$ cat src/rtl/mul_add_acc.sv
// mul_add_acc: pipelined unsigned multiply-add with a running accumulator.
//
// Computes P = X*Y + base, where base is A (acc_i=0), 0 (acc_i=1, clr_i=1)
// or the accumulator (acc_i=1, clr_i=0). Latency is STAGES cycles with a
// valid/ready handshake on both sides. Back-pressure stalls the pipeline as a
// whole. The add and the accumulator update live in the final stage, so
// back-to-back accumulate beats chain without hazards.
//
// Optional build macro: MUL_ADD_ACC_SATURATE_EN. When defined, a carry-out
// saturates P and the accumulator to all ones. Otherwise the sum wraps.
//
// Ports:
//   clk_i        clock
//   rst_i        synchronous active-high reset
//   in_valid_i   input beat valid
//   in_ready_o   input beat accepted when in_valid_i is also high
//   X, Y         unsigned multiplier / multiplicand
//   A            augend used when acc_i=0
//   acc_i        select accumulator as the base operand
//   clr_i        with acc_i=1, use 0 as the base operand
//   out_valid_o  result valid
//   out_ready_i  downstream accepts the result
//   P            result
//   ovf_o        carry-out of the final addition
module mul_add_acc #(
  parameter int unsigned BW     = 8,
  parameter int unsigned widthX = BW,
  parameter int unsigned widthY = BW,
  parameter int unsigned widthA = 2 * BW,
  parameter int unsigned STAGES = 2
) (
  input  logic              clk_i,
  input  logic              rst_i,
  input  logic              in_valid_i,
  output logic              in_ready_o,
  input  logic [widthX-1:0] X,
  input  logic [widthY-1:0] Y,
  input  logic [widthA-1:0] A,
  input  logic              acc_i,
  input  logic              clr_i,
  output logic              out_valid_o,
  input  logic              out_ready_i,
  output logic [widthA-1:0] P,
  output logic              ovf_o
);

  localparam int unsigned WP = widthX + widthY;

  typedef struct packed {
    logic              vld;
    logic [WP-1:0]     prod;
    logic [widthA-1:0] a;
    logic              acc;
    logic              clr;
  } beat_t;

  logic              advance;
  beat_t             in_beat;
  beat_t             head;

  logic              out_valid_q, out_valid_d;
  logic [widthA-1:0] p_q, p_d;
  logic [widthA-1:0] acc_q, acc_d;
  logic              ovf_q, ovf_d;

  logic [widthA:0]   prod_ext;
  logic [widthA:0]   base_ext;
  logic [widthA:0]   sum;
  logic [widthA-1:0] res;

  // Whole-pipeline stall: everything moves only when the output slot frees up.
  always_comb begin
    advance    = out_ready_i | ~out_valid_q;
    in_ready_o = advance;
  end

  // Product formed before the first register; operands zero-extended to the
  // full product width so no bits are lost.
  always_comb begin
    in_beat.vld  = in_valid_i;
    in_beat.prod = {{widthY{1'b0}}, X} * {{widthX{1'b0}}, Y};
    in_beat.a    = A;
    in_beat.acc  = acc_i;
    in_beat.clr  = clr_i;
  end

  // Stages 1..STAGES-1 carry the beat; the output register is the last stage.
  if (STAGES == 1) begin : g_direct
    assign head = in_beat;
  end else begin : g_pipe
    beat_t pipe_q [STAGES-1];
    beat_t pipe_d [STAGES-1];

    always_comb begin
      pipe_d = pipe_q;
      if (advance) begin
        pipe_d[0] = in_beat;
        for (int unsigned i = 1; i < STAGES - 1; i++) begin
          pipe_d[i] = pipe_q[i-1];
        end
      end
    end

    always_ff @(posedge clk_i) begin
      if (rst_i) begin
        for (int unsigned i = 0; i < STAGES - 1; i++) begin
          pipe_q[i] <= '0;
        end
      end else begin
        pipe_q <= pipe_d;
      end
    end

    assign head = pipe_q[STAGES-2];
  end

  // Final stage: base select, widened add, optional saturation.
  always_comb begin
    prod_ext           = '0;
    prod_ext[WP-1:0]   = head.prod;
    base_ext           = '0;
    if (!head.acc) begin
      base_ext[widthA-1:0] = head.a;
    end else if (!head.clr) begin
      base_ext[widthA-1:0] = acc_q;
    end
    sum = prod_ext + base_ext;
    res = sum[widthA-1:0];
`ifdef MUL_ADD_ACC_SATURATE_EN
    if (sum[widthA]) begin
      res = '1;
    end
`else
`endif

    out_valid_d = out_valid_q;
    p_d         = p_q;
    ovf_d       = ovf_q;
    acc_d       = acc_q;
    if (advance) begin
      out_valid_d = head.vld;
      // Bubbles leave P and the accumulator untouched.
      if (head.vld) begin
        p_d   = res;
        ovf_d = sum[widthA];
        acc_d = res;
      end
    end
  end

  always_ff @(posedge clk_i) begin
    if (rst_i) begin
      out_valid_q <= 1'b0;
      p_q         <= '0;
      ovf_q       <= 1'b0;
      acc_q       <= '0;
    end else begin
      out_valid_q <= out_valid_d;
      p_q         <= p_d;
      ovf_q       <= ovf_d;
      acc_q       <= acc_d;
    end
  end

  assign out_valid_o = out_valid_q;
  assign P           = p_q;
  assign ovf_o       = ovf_q;

endmodule

$ cat config.mk
export PLATFORM = sky130hd
export DESIGN_NAME = mul_add_acc
export DESIGN_NICKNAME = d
export VERILOG_FILES = /design/src/rtl/mul_add_acc.sv
export SDC_FILE = /design/constraint.sdc
export NUM_CORES = 1
export LEC_CHECK = 0
export CAP_MARGIN = 20
export CORE_MARGIN = 2
export CORE_UTILIZATION = 40
export CTS_CLUSTER_DIAMETER = 30
export DETAILED_ROUTE_END_ITERATION = 16
export SLEW_MARGIN = 10
export SYNTH_ARGS = -nofsm -noshare
export SYNTH_HDL_FRONTEND = slang
export SYNTH_SLANG_ARGS = --single-unit
$ cat constraint.sdc
create_clock -name clk_i -period 5.88 [get_ports clk_i]
set_input_delay 1.764 -clock clk_i [delete_from_list [all_inputs] [get_ports clk_i]]
set_output_delay 1.764 -clock clk_i [all_outputs]
set_load 0.01 [all_outputs]
==> key figures <==
CTS
  • # hold bufs at CTS: 0
  • Clk sinks: 53
  • Clock Path Buffers: 2
  • TritonCTS clock tree: yes
  • Clk root buf: clkbuf_16
  • Skew-Pair Late Insertion Delay: ~0.29 ns
  • CTS Buf Count: 5
  • H-Tree Depth: 2
  • Setup Fix Bufs, Post-CTS: 0
  • Clk pin slew, worst setup/hold paths: around 0.060 ns

STA
  • Least-Margin Pin Slew: 0.7775 ns
  • Final Hold Slack: 0.4492 ns
  • Min Tclk post-route: between 5 and 6 ns
  • Slew HR: slightly below 50%
  • Final setup viols: 0
  • Hold Violations, Final: 0
  • Setup TNS: 0 ns
  • Pins Over Slew Limit: 0
  • Period Utilization, post-route: between 90% and 100%
  • Fmax: 0.1759 GHz
  • Final worst slack: approximately 0.20 ns
  • Post-Route Skew: about 0.0036 ns

Setup path
  • R2R depth: 13
  • Max Fanout on Critical Path: 5
  • Crit start category: primary input
  • CP endpoint: g_pipe.pipe_q[33]
  • R2R Path Start: g_pipe.pipe_q[1]
  • Worst setup startpoint: X[4]
  • Crit. End Element: flip-flop
  • Arrival time worst endpoint: around 5.8 ns
  • Endpoint of the lowest-slack register-to-register path: ovf_o
  • WS Path Type: primary input to flip-flop
  • Critical Path RT: between 6 and 7 ns
  • Reg2Reg Setup Slack: between 2 and 2.5 ns

Power and ir drop
  • Leakage: approximately 2.8 nW
  • Maximum VDD drop: approximately 0.00014 V
  • Pwr dens: ~290 nW/µm²

GRT
  • Number of global-route vias before repair: about 4400
  • Total gr overflow: 0
  • First-pass GRT wire length: just under 20000 µm
  • Tot GR Track Use: around 18%
  • Largest net degree at the start of global routing: 55
  • Initial antenna violation count: 0

Detailed routing
  • Routed Antenna Nets: 0
  • Post-route DRC: 2
  • WL final: roughly 11000 µm
  • Via count: roughly 4100
  • Via density: 5.012
  • Iter 0 DRT Violations: between 100 and 150
  • DR pass1 iterations: 10
  • Wire per inst: 13.02 µm

Synthesis
  • Synthesized area: roughly 4700 µm²
  • Synth Instances: a little under 600
  • Syn avg cell area: 7.949 µm²
  • Most frequent cells after synthesis: nand2_1 (120), inv_1 (67), a21oi_1 (66), and2_1 (53), dfxtp_1 (53)
  • Register area share after synthesis: 22.36%
  • Leading post-synthesis cells by cell area: dfxtp_1 (22%), fa_1 (16%), ha_1 (14%)
  • #FFs+latches synth: 53
  • Cell variety after synth: between 40 and 50
  • Synth area leader: dfxtp_1
  • Number of flops mapped to enable cells by yosys: 0
  • Syn Nets: 724
  • Count leader, synth: nand2_1
  • Synth top area share: roughly 22%
  • FFs w/ async S/R, synth: 0%
  • Primary FF master, synth: dfxtp_1
  • Ys Warns: 0

Cells and area
  • Area Overhead vs Synth: 24.68%
  • # nets final: 808
  • Fill count: between 1000 and 1500
  • Finished Layout Cells: between 800 and 900
  • Ant diodes: 0
  • Share of cells above drive strength 1: between 10% and 20%
  • Final Util: approximately half

Floorplanning
  • Initial Util: about two fifths
  • Core ar.: 11520 µm²
  • FP Rows: 39
  • Die width: around 110 µm
  • Die Span Y: around 110 µm
  • # IOs: 57
  • Die area: between 10000 and 15000 µm²

Min path
  • Hold crit path type: flip-flop to flip-flop
  • HP Start: g_pipe.pipe_q[11]

Placement
  • GP Congestion: between 0.8 and 0.9
  • Cell count after placement: between 800 and 900
  • Dpl hpwl: between 8000 and 9000 µm
  • Port bufs: 56
  • Setup Slack @ Placement: -0.4868 ns

Job
  • Max Cap Viol: 0

Run status
  • Failing checks: design-rule violations
  • Status: complete, but fails checks
## sequential cells by signal, summed over array words and instances, names as in the netlist
name / cells
g_pipe.pipe_q: 35
acc_q: 16
out_valid_o: 1
ovf_o: 1
## stage by stage
stage	area, µm²	total power, mW
6_report	5917	1.716
5_1_grt	5917	1.894
4_1_cts	5863	1.703
3_5_place_dp	5719	1.398
3_3_place_gp	5719	1.384
2_1_floorplan	4746	1.094
## routing by layer
layer / part of all wire [%] / vias to the layer above / routed length [µm] / GRT usage [%]
li1: - / 2124 / - / -
met1: 46 / 1938 / 4914 / 23.06
met2: 50 / 60 / 5403 / 32.45
met3: 3.1 / 13 / 329 / 2.464
met4: 0.86 / 0 / 92 / 2.439
met5: 0 / - / 0 / 0
## critical path, cell delays in order
cell and delay, ns:
clkdlybuf4s15_1 0.26, and2_4 0.21, fa_1 0.51, fa_1 0.52, fa_1 0.54, inv_1 0.05, fa_1 0.52, inv_1 0.06
ha_4 0.24, a21oi_2 0.15, nand2b_1 0.08, o32ai_2 0.30, o211ai_1 0.15, a31o_2 0.29, xnor2_2 0.12, a21oi_1 0.07
## timing repair
item / 4_1_cts / 5_1_grt
gates resized for setup: 17 / 15
endpoints found under the setup margin: 3 / 4
endpoints found under the hold margin: 0 / 0
pin swaps: 2 / 10
## worst min path at each step
stage / to / slack [ns] / cells after the start
floorplan: g_pipe.pipe_q[10] / 0.43 / 2
global placement: g_pipe.pipe_q[7] / 0.44 / 2
detailed placement: g_pipe.pipe_q[11] / 0.45 / 2
CTS: g_pipe.pipe_q[11] / 0.45 / 2
global route: g_pipe.pipe_q[9] / 0.46 / 2
finish: g_pipe.pipe_q[11] / 0.45 / 2
## cell families after synthesis
| group | share of synthesized area, % |
|---|---|
| adders and majority gates | 29.32 |
| xor gates and xnor gates | 3.506 |
| buffers and inverters | 7.039 |
| and+or+nand+nor | 22.12 |
| AOI/OAI and AO/OA | 15.66 |
| DFF | 22.36 |
## final cells by class
type | count | area [µm²] | area share (%)
multi-input combinational | 455 | 3423 | 57.86
sequential | 53 | 1061 | 17.93
timing repair buffer | 98 | 862.1 | 14.57
inverter | 68 | 255.2 | 4.314
tap | 143 | 178.9 | 3.024
clock buffer | 8 | 136.4 | 2.305
## placed cells by master (no fill, tap or decap), types with 3 or more instances in the layout
master / netlist / routed
a211oi_1: 3 / 3
a21o_1: 10 / 10
a21oi_1: 66 / 62
a21oi_2: 0 / 4
a31oi_1: 4 / 4
and2_1: 53 / 50
and2_4: 0 / 3
buf_4: 0 / 42
clkbuf_1: 21 / 3
clkbuf_16: 0 / 5
clkdlybuf4s50_1: 0 / 41
dfxtp_1: 53 / 53
dlygate4sd2_1: 0 / 9
dlymetal6s2s_1: 0 / 3
fa_1: 37 / 36
ha_1: 52 / 50
inv_1: 67 / 67
nand2_1: 120 / 120
nand2b_1: 4 / 4
nand3_1: 12 / 11
nand4_1: 3 / 3
nor2_1: 13 / 13
nor3_1: 3 / 3
o21a_1: 4 / 4
o21ai_0: 25 / 23
xnor2_1: 12 / 11
xor2_1: 7 / 7
## power by group
part           total [mW]  switching [mW]  internal, mW  leakage (nW)
clock network       0.281           0.122         0.159        0.0652
logic               0.984           0.490         0.494          2.33
registers           0.451          0.0356         0.415         0.438
(Power assumes the default switching activity.)
==> edit 1 (same flow settings) <==
Add a define of `MUL_ADD_ACC_SATURATE_EN`.
--- a/src/rtl/mul_add_acc.sv
+++ b/src/rtl/mul_add_acc.sv
@@ -23,4 +23,6 @@
 //   P            result
 //   ovf_o        carry-out of the final addition
+`define MUL_ADD_ACC_SATURATE_EN
+
 module mul_add_acc #(
   parameter int unsigned BW     = 8,
Formal check against the unedited RTL: not equivalent (Yosys sat finds a counterexample within 4 cycles, from zero or initial values and one cycle with rst_i high).
==> edit 1 against the unedited design <==
Critical path depth shrank 1. Setup slack worse by 0.042 ns. Synthesized cell count decreased by 0.84%. Design area increased by 1.9%. Sequential power rose by 1%. Total power increased by 5.7%. Wire length up 8.1%. Sequential cell count unchanged. Area after synthesis up 3.3%. Global-route usage is 0.70 points higher. Via count increased by 0.75%. Critical path type unchanged. Critical endpoint is now g_pipe.pipe_q[32]. Highest routed layer unchanged.
==> edit 1: results (changes against the unedited design) <==
| Stage | Parameter | This run | Delta |
| --- | --- | --- | --- |
| outcome | Outcome | complete, no violations | was finished, violations left |
| yosys | Most used flip-flop cell after synthesis | dfxtp_1 | unchanged |
| yosys | Count of cell types in the netlist | 50 | was 42 |
| drt | Violation count after the first detailed-routing iteration | 202 | was 129 |
| yosys | Syn Nets | 719 | was 724 |
| yosys | Number of warnings printed during yosys synthesis | 0 | unchanged |
| power and ir drop | Static leakage | 0.00280 uW | was 0.00284 uW |
| placed design | Cell area after placement | 0.00584 sq mm | was 0.00572 sq mm |
| drt | Number of iterations in the first detailed-routing pass | 4 | was 10 |
| worst hold path | Number of cells on the worst hold path | 2 | unchanged |
| sta | Worst relative slew slack | 60.9% | was 48.0% |
| power and ir drop | Peak VDD IR | 0.140 mV | was 0.138 mV |
| sta | Endpoints failing hold | 0 | unchanged |
| setup path | Endpoint arrival time on the critical path | 5.95 ns | was 5.84 ns |
| grt | Vias in the first global route | 4310 | was 4402 |
| finish | Filler cell count in the final layout | 1190 | was 1152 |
| drt | Detailed Route WL | 11.6 mm | was 10.7 mm |
| clocking | CTS H-tree lvls | 2 | unchanged |
| setup path | Maximum fanout along the worst path | 4 | was 5 |
| clocking | Number of buffers created by CTS | 5 | unchanged |
| drt | Via count | 4166 | was 4135 |
| finish | Fraction of layout instances using a drive strength above 1 | 12.0% | was 10.3% |
| placed design | Half-perimeter wire length of the detailed placement result | 9.24 mm | was 8.30 mm |
| finish | Biggest registers after layout | g_pipe.pipe_q x35, acc_q x16 | unchanged |
| sta | Worst clock skew | 0.00924 ns | was 0.00364 ns |
| placed design | Final GP Congestion | 0.886 | was 0.870 |
| placed design | Number of port buffers | 56 | unchanged |
| worst hold path | Tightest Hold Check Type | reg -> reg | unchanged |
| grt | First-pass GRT wire length | 19.8 mm | was 19.2 mm |
| clocking | Latest clock arrival within the worst-skew pair | 0.29 ns | about the same |
| clocking | Cell at the root of the clock tree | clkbuf_16 | unchanged |
| yosys | Commonest cells post-synth | nand2_1, inv_1, and2_1, dfxtp_1, ha_1 | was nand2_1, inv_1, a21oi_1 |
| finish | Nets | 801 | was 808 |
| grt | Maximum number of pins on one net before global-route repair | 39 | was 55 |
| placed design | Post-placement worst setup slack | -0.390 ns | was -0.487 ns |
| yosys | Dominant cells by area after synthesis | dfxtp_1, fa_1, ha_1 | unchanged |
| setup path | Worst reg2reg path depth | 11 | was 13 |
| yosys | Portion of the post-synthesis area used by sequential elements | 21.6% | was 22.4% |
| clocking | Maximum clock path buffer count | 2 | unchanged |
| grt | Overall track demand over capacity in global routing | 18.5% | was 17.8% |
[edit 1: worst max-delay path: stages]
cell,delay (ns)
clkdlybuf4s50_1,0.49
and2_4,0.15
fa_1,0.43
fa_1,0.50
fa_1,0.54
inv_1,0.05
fa_1,0.53
inv_1,0.04
ha_2,0.19
or3_4,0.37
nor3_4,0.18
nor3_2,0.08
o21ai_1,0.12
or3b_4,0.38
a21oi_2,0.13
[edit 1: final timing paths]
path | from | slack [ns] | end
setup reg to reg | g_pipe.pipe_q[1] | 2.40 | acc_q[5]
hold reg to reg | g_pipe.pipe_q[2] | 0.45 | g_pipe.pipe_q[2]
setup / recovery | X[7] | 0.15 | g_pipe.pipe_q[32]
hold / removal | g_pipe.pipe_q[2] | 0.45 | g_pipe.pipe_q[2]
[edit 1: metal layers]
metal  GRT usage [%]  vias up  wire [um]
met5               0        -          0
met3            2.01       11        296
met1            26.6     1985       5900
met2            30.6       65       5300
li1                -     2105          -
met4            2.89        0        116
[edit 1: area by class of cell]
cell class	instances	area, sq um	area share [%]
Inverter	69	259	4.30
Clock buffer	6	139	2.30
Sequential cell	53	1060	17.6
Clock inverter	2	17.5	0.291
Tap cell	147	184	3.05
Multi-Input combinational cell	449	3520	58.4
Timing Repair Buffer	96	846	14.0
[edit 1: kinds of logic after synthesis]
kind of cell | synth area share, %
adders and majority gates | 28.4
xor gates and xnor gates | 3.57
DFF | 21.6
AOI/OAI and AO/OA | 18.8
muxes | 0.204
and+or+nand+nor | 20.0
buffers and inverters | 7.38
[edit 1: metrics by stage]
stage / TNS [ns] / instances
finish: 0 / 822
global route: -0.00748 / 822
CTS: 0 / 821
detailed placement: -1.99 / 813
global placement: -1.67 / 813
floorplan: 0 / 592
[edit 1: timing repair]
item	in CTS	in global routing
hold buffers	0	0
endpoints found under the setup margin	5	5
hold endpoints to repair	0	0
gates resized for setup	13	17
pin swaps	3	5
[edit 1: power by group]
group | internal, uW | total, uW | leakage, uW | switching (uW)
logic | 506 | 1050 | 0.00228 | 545
registers | 415 | 456 | 0.000439 | 41.1
clock network | 172 | 307 | 0.0000775 | 135
total | 1090 | 1810 | 0.00280 | 720
==> edit 2 (same flow settings) <==
Made on the original files. `p_q` no longer has a reset.
--- a/src/rtl/mul_add_acc.sv
+++ b/src/rtl/mul_add_acc.sv
@@ -152,13 +152,15 @@
     if (rst_i) begin
       out_valid_q <= 1'b0;
-      p_q         <= '0;
       ovf_q       <= 1'b0;
       acc_q       <= '0;
     end else begin
       out_valid_q <= out_valid_d;
-      p_q         <= p_d;
       ovf_q       <= ovf_d;
       acc_q       <= acc_d;
     end
+  end
+
+  always_ff @(posedge clk_i) begin
+    p_q <= p_d;
   end
 
Function: differs if rst_i is asserted again (counterexample within 4 cycles, from zero or initial values and one cycle with rst_i high); with rst_i held inactive, the same outputs for 10 cycles.
==> edit 2 against the unedited design <==
Sequential cell count increased by 16. Total power increased by 31%. Sequential power increased by 36%. Area after synthesis increased by 14%. Design area increased by 14%. Wire length increased by 13%. Setup slack improved by 0.042 ns. Die area increased by 14%. Count of clock-buffer cells in the layout increased by 3. Synthesized cell count increased by 5.5%. Critical endpoint is now g_pipe.pipe_q[29].
==> edit 2: results (changes against the unedited design) <==
| Stage | Parameter | This run | Delta |
| --- | --- | --- | --- |
| drt | Violation count after the first detailed-routing iteration | 242 | was 129 |
| drt | WL met2 | 5.95 mm | was 5.40 mm |
| finish | Fraction of layout instances using a drive strength above 1 | 9.60% | was 10.3% |
| setup path | Largest incremental delay on the critical path | 0.52 ns | was 0.54 ns |
| grt | Overall track demand over capacity in global routing | 17.6% | was 17.8% |
| grt | Global-route track usage on met2 | 32.2% | was 32.4% |
| yosys | Syn Nets | 757 | was 724 |
| grt | Met3 usage | 1.75% | was 2.46% |
| yosys | Multiplexer share of the synthesized area | 0.185% | was 0% |
| yosys | Adder-cell area share of the yosys netlist | 25.7% | was 29.3% |
| drt | Sum of routed wire segments on met1 | 5.59 mm | was 4.91 mm |
| clocking | CTS H-tree lvls | 3 | was 2 |
| yosys | Commonest cells post-synth | nand2_1, inv_1, a21oi_1 | unchanged |
| grt | Vias in the first global route | 4527 | was 4402 |
| yosys | Count of cell types in the netlist | 55 | was 42 |
| placed design | Post-placement worst setup slack | -0.302 ns | was -0.487 ns |
| clocking | Latest clock arrival within the worst-skew pair | 0.33 ns | was 0.29 ns |
| drt | Metal3 WL | 364 um | was 329 um |
| placed design | DP Cell Count | 879 | was 817 |
| drt | Number of iterations in the first detailed-routing pass | 4 | was 10 |
| yosys | Dominant cells by area after synthesis | dfxtp_1, fa_1, ha_1 | unchanged |
| sta | Transition time at the pin with the least slew margin | 0.953 ns | was 0.777 ns |
| drt | Via count | 4377 | was 4135 |
| clocking | Number of buffers created by CTS | 9 | was 5 |
| yosys | Instance count of the mapped netlist | 630 | was 597 |
| drt | Drt wl/cell | 13.5 um | was 13.0 um |
| power and ir drop | Static leakage | 0.00306 uW | was 0.00284 uW |
| clocking | Cell at the root of the clock tree | clkbuf_16 | unchanged |
| outcome | Outcome | complete, no violations | was finished, violations left |
| drt | Detailed Route WL | 12.1 mm | was 10.7 mm |
| finish | Nets | 841 | was 808 |
| setup path | Maximum fanout along the worst path | 7 | was 5 |
| placed design | Half-perimeter wire length of the detailed placement result | 9.53 mm | was 8.30 mm |
| placed design | Final GP Congestion | 0.813 | was 0.870 |
| power and ir drop | Peak VDD IR | 0.176 mV | was 0.138 mV |
| grt | Maximum number of pins on one net before global-route repair | 52 | was 55 |
| yosys | Share of the synthesized netlist area taken by xor and xnor gates | 3.24% | was 3.51% |
| yosys | Synthesized-area fraction occupied by ao, oa, aoi and oai cells | 15.7% | about the same |
| placed design | Cell area after placement | 0.00637 sq mm | was 0.00572 sq mm |
| yosys | Portion of the post-synthesis area used by sequential elements | 28.5% | was 22.4% |
| yosys | Number of synthesized flops with an enable pin | 16 | was 0 |
| grt | First-pass GRT wire length | 20.6 mm | was 19.2 mm |
| sta | Worst clock skew | 0.00601 ns | was 0.00364 ns |
| grt | GR met1 Demand/Resource | 21.4% | was 23.1% |
[edit 2: cell count changes in the layout (fill, tap and decap cells not counted), sizes merged, moves of 6 or more]
cell          delta
a211oi           +6
a21o             -6
a21oi            -8
dlygate4sd2      -9
dlymetal6s2s     +7
edfxtp          +16
nand2           -13
nor2             +8
nor2b            +6
o21ai            +6
[edit 2: cell families (layout without fill, tap and decap cells)]
family	Yosys count	after routing
adder cells (fa/ha/maj)	89	89
XOR/XNOR	20	20
AND/OR/NAND/NOR	221	221
flip-flops	69	69
multiplexers	1	1
buffers and inverters	93	182
AO/OA/AOI/OAI	137	137
[edit 2: layout make-up]
type | instances | area [sq um]
inverters | 69 | 259
clock buffers | 11 | 233
well taps | 176 | 220
multi-input cells | 468 | 3500
fillers | 1271 | 6520
flip-flops and latches | 69 | 1540
clock inverters | 5 | 76.3
repair buffers | 97 | 888
[edit 2: repair_timing]
item                       CTS  global route
setup buffers                0             0
setup endpoints to repair    0             7
resized for setup            0            14
[edit 2: path summary, 6_finish.rpt]
check	startpoint	endpoint	slack [ns]	depth (start not counted)
max	X[0]	g_pipe.pipe_q[29]	0.24	16
min reg2reg	g_pipe.pipe_q[12]	g_pipe.pipe_q[12]	0.45	2
max reg2reg	g_pipe.pipe_q[1]	acc_q[13]	2.68	11
min	g_pipe.pipe_q[12]	g_pipe.pipe_q[12]	0.45	2
[edit 2: where the power goes]
part / switching [uW] / total, uW / leakage (uW) / internal (uW)
Combinational: 546 / 1070 / 0.00233 / 526
Sequential: 39.4 / 614 / 0.000590 / 575
Clock: 186 / 555 / 0.000147 / 369
Total: 772 / 2240 / 0.00306 / 1470
[edit 2: tightest hold or removal path, cell delays in order (launching register included)]
cell	delay (ns)
dfxtp_1	0.30
nand2_1	0.05
a21oi_1	0.05
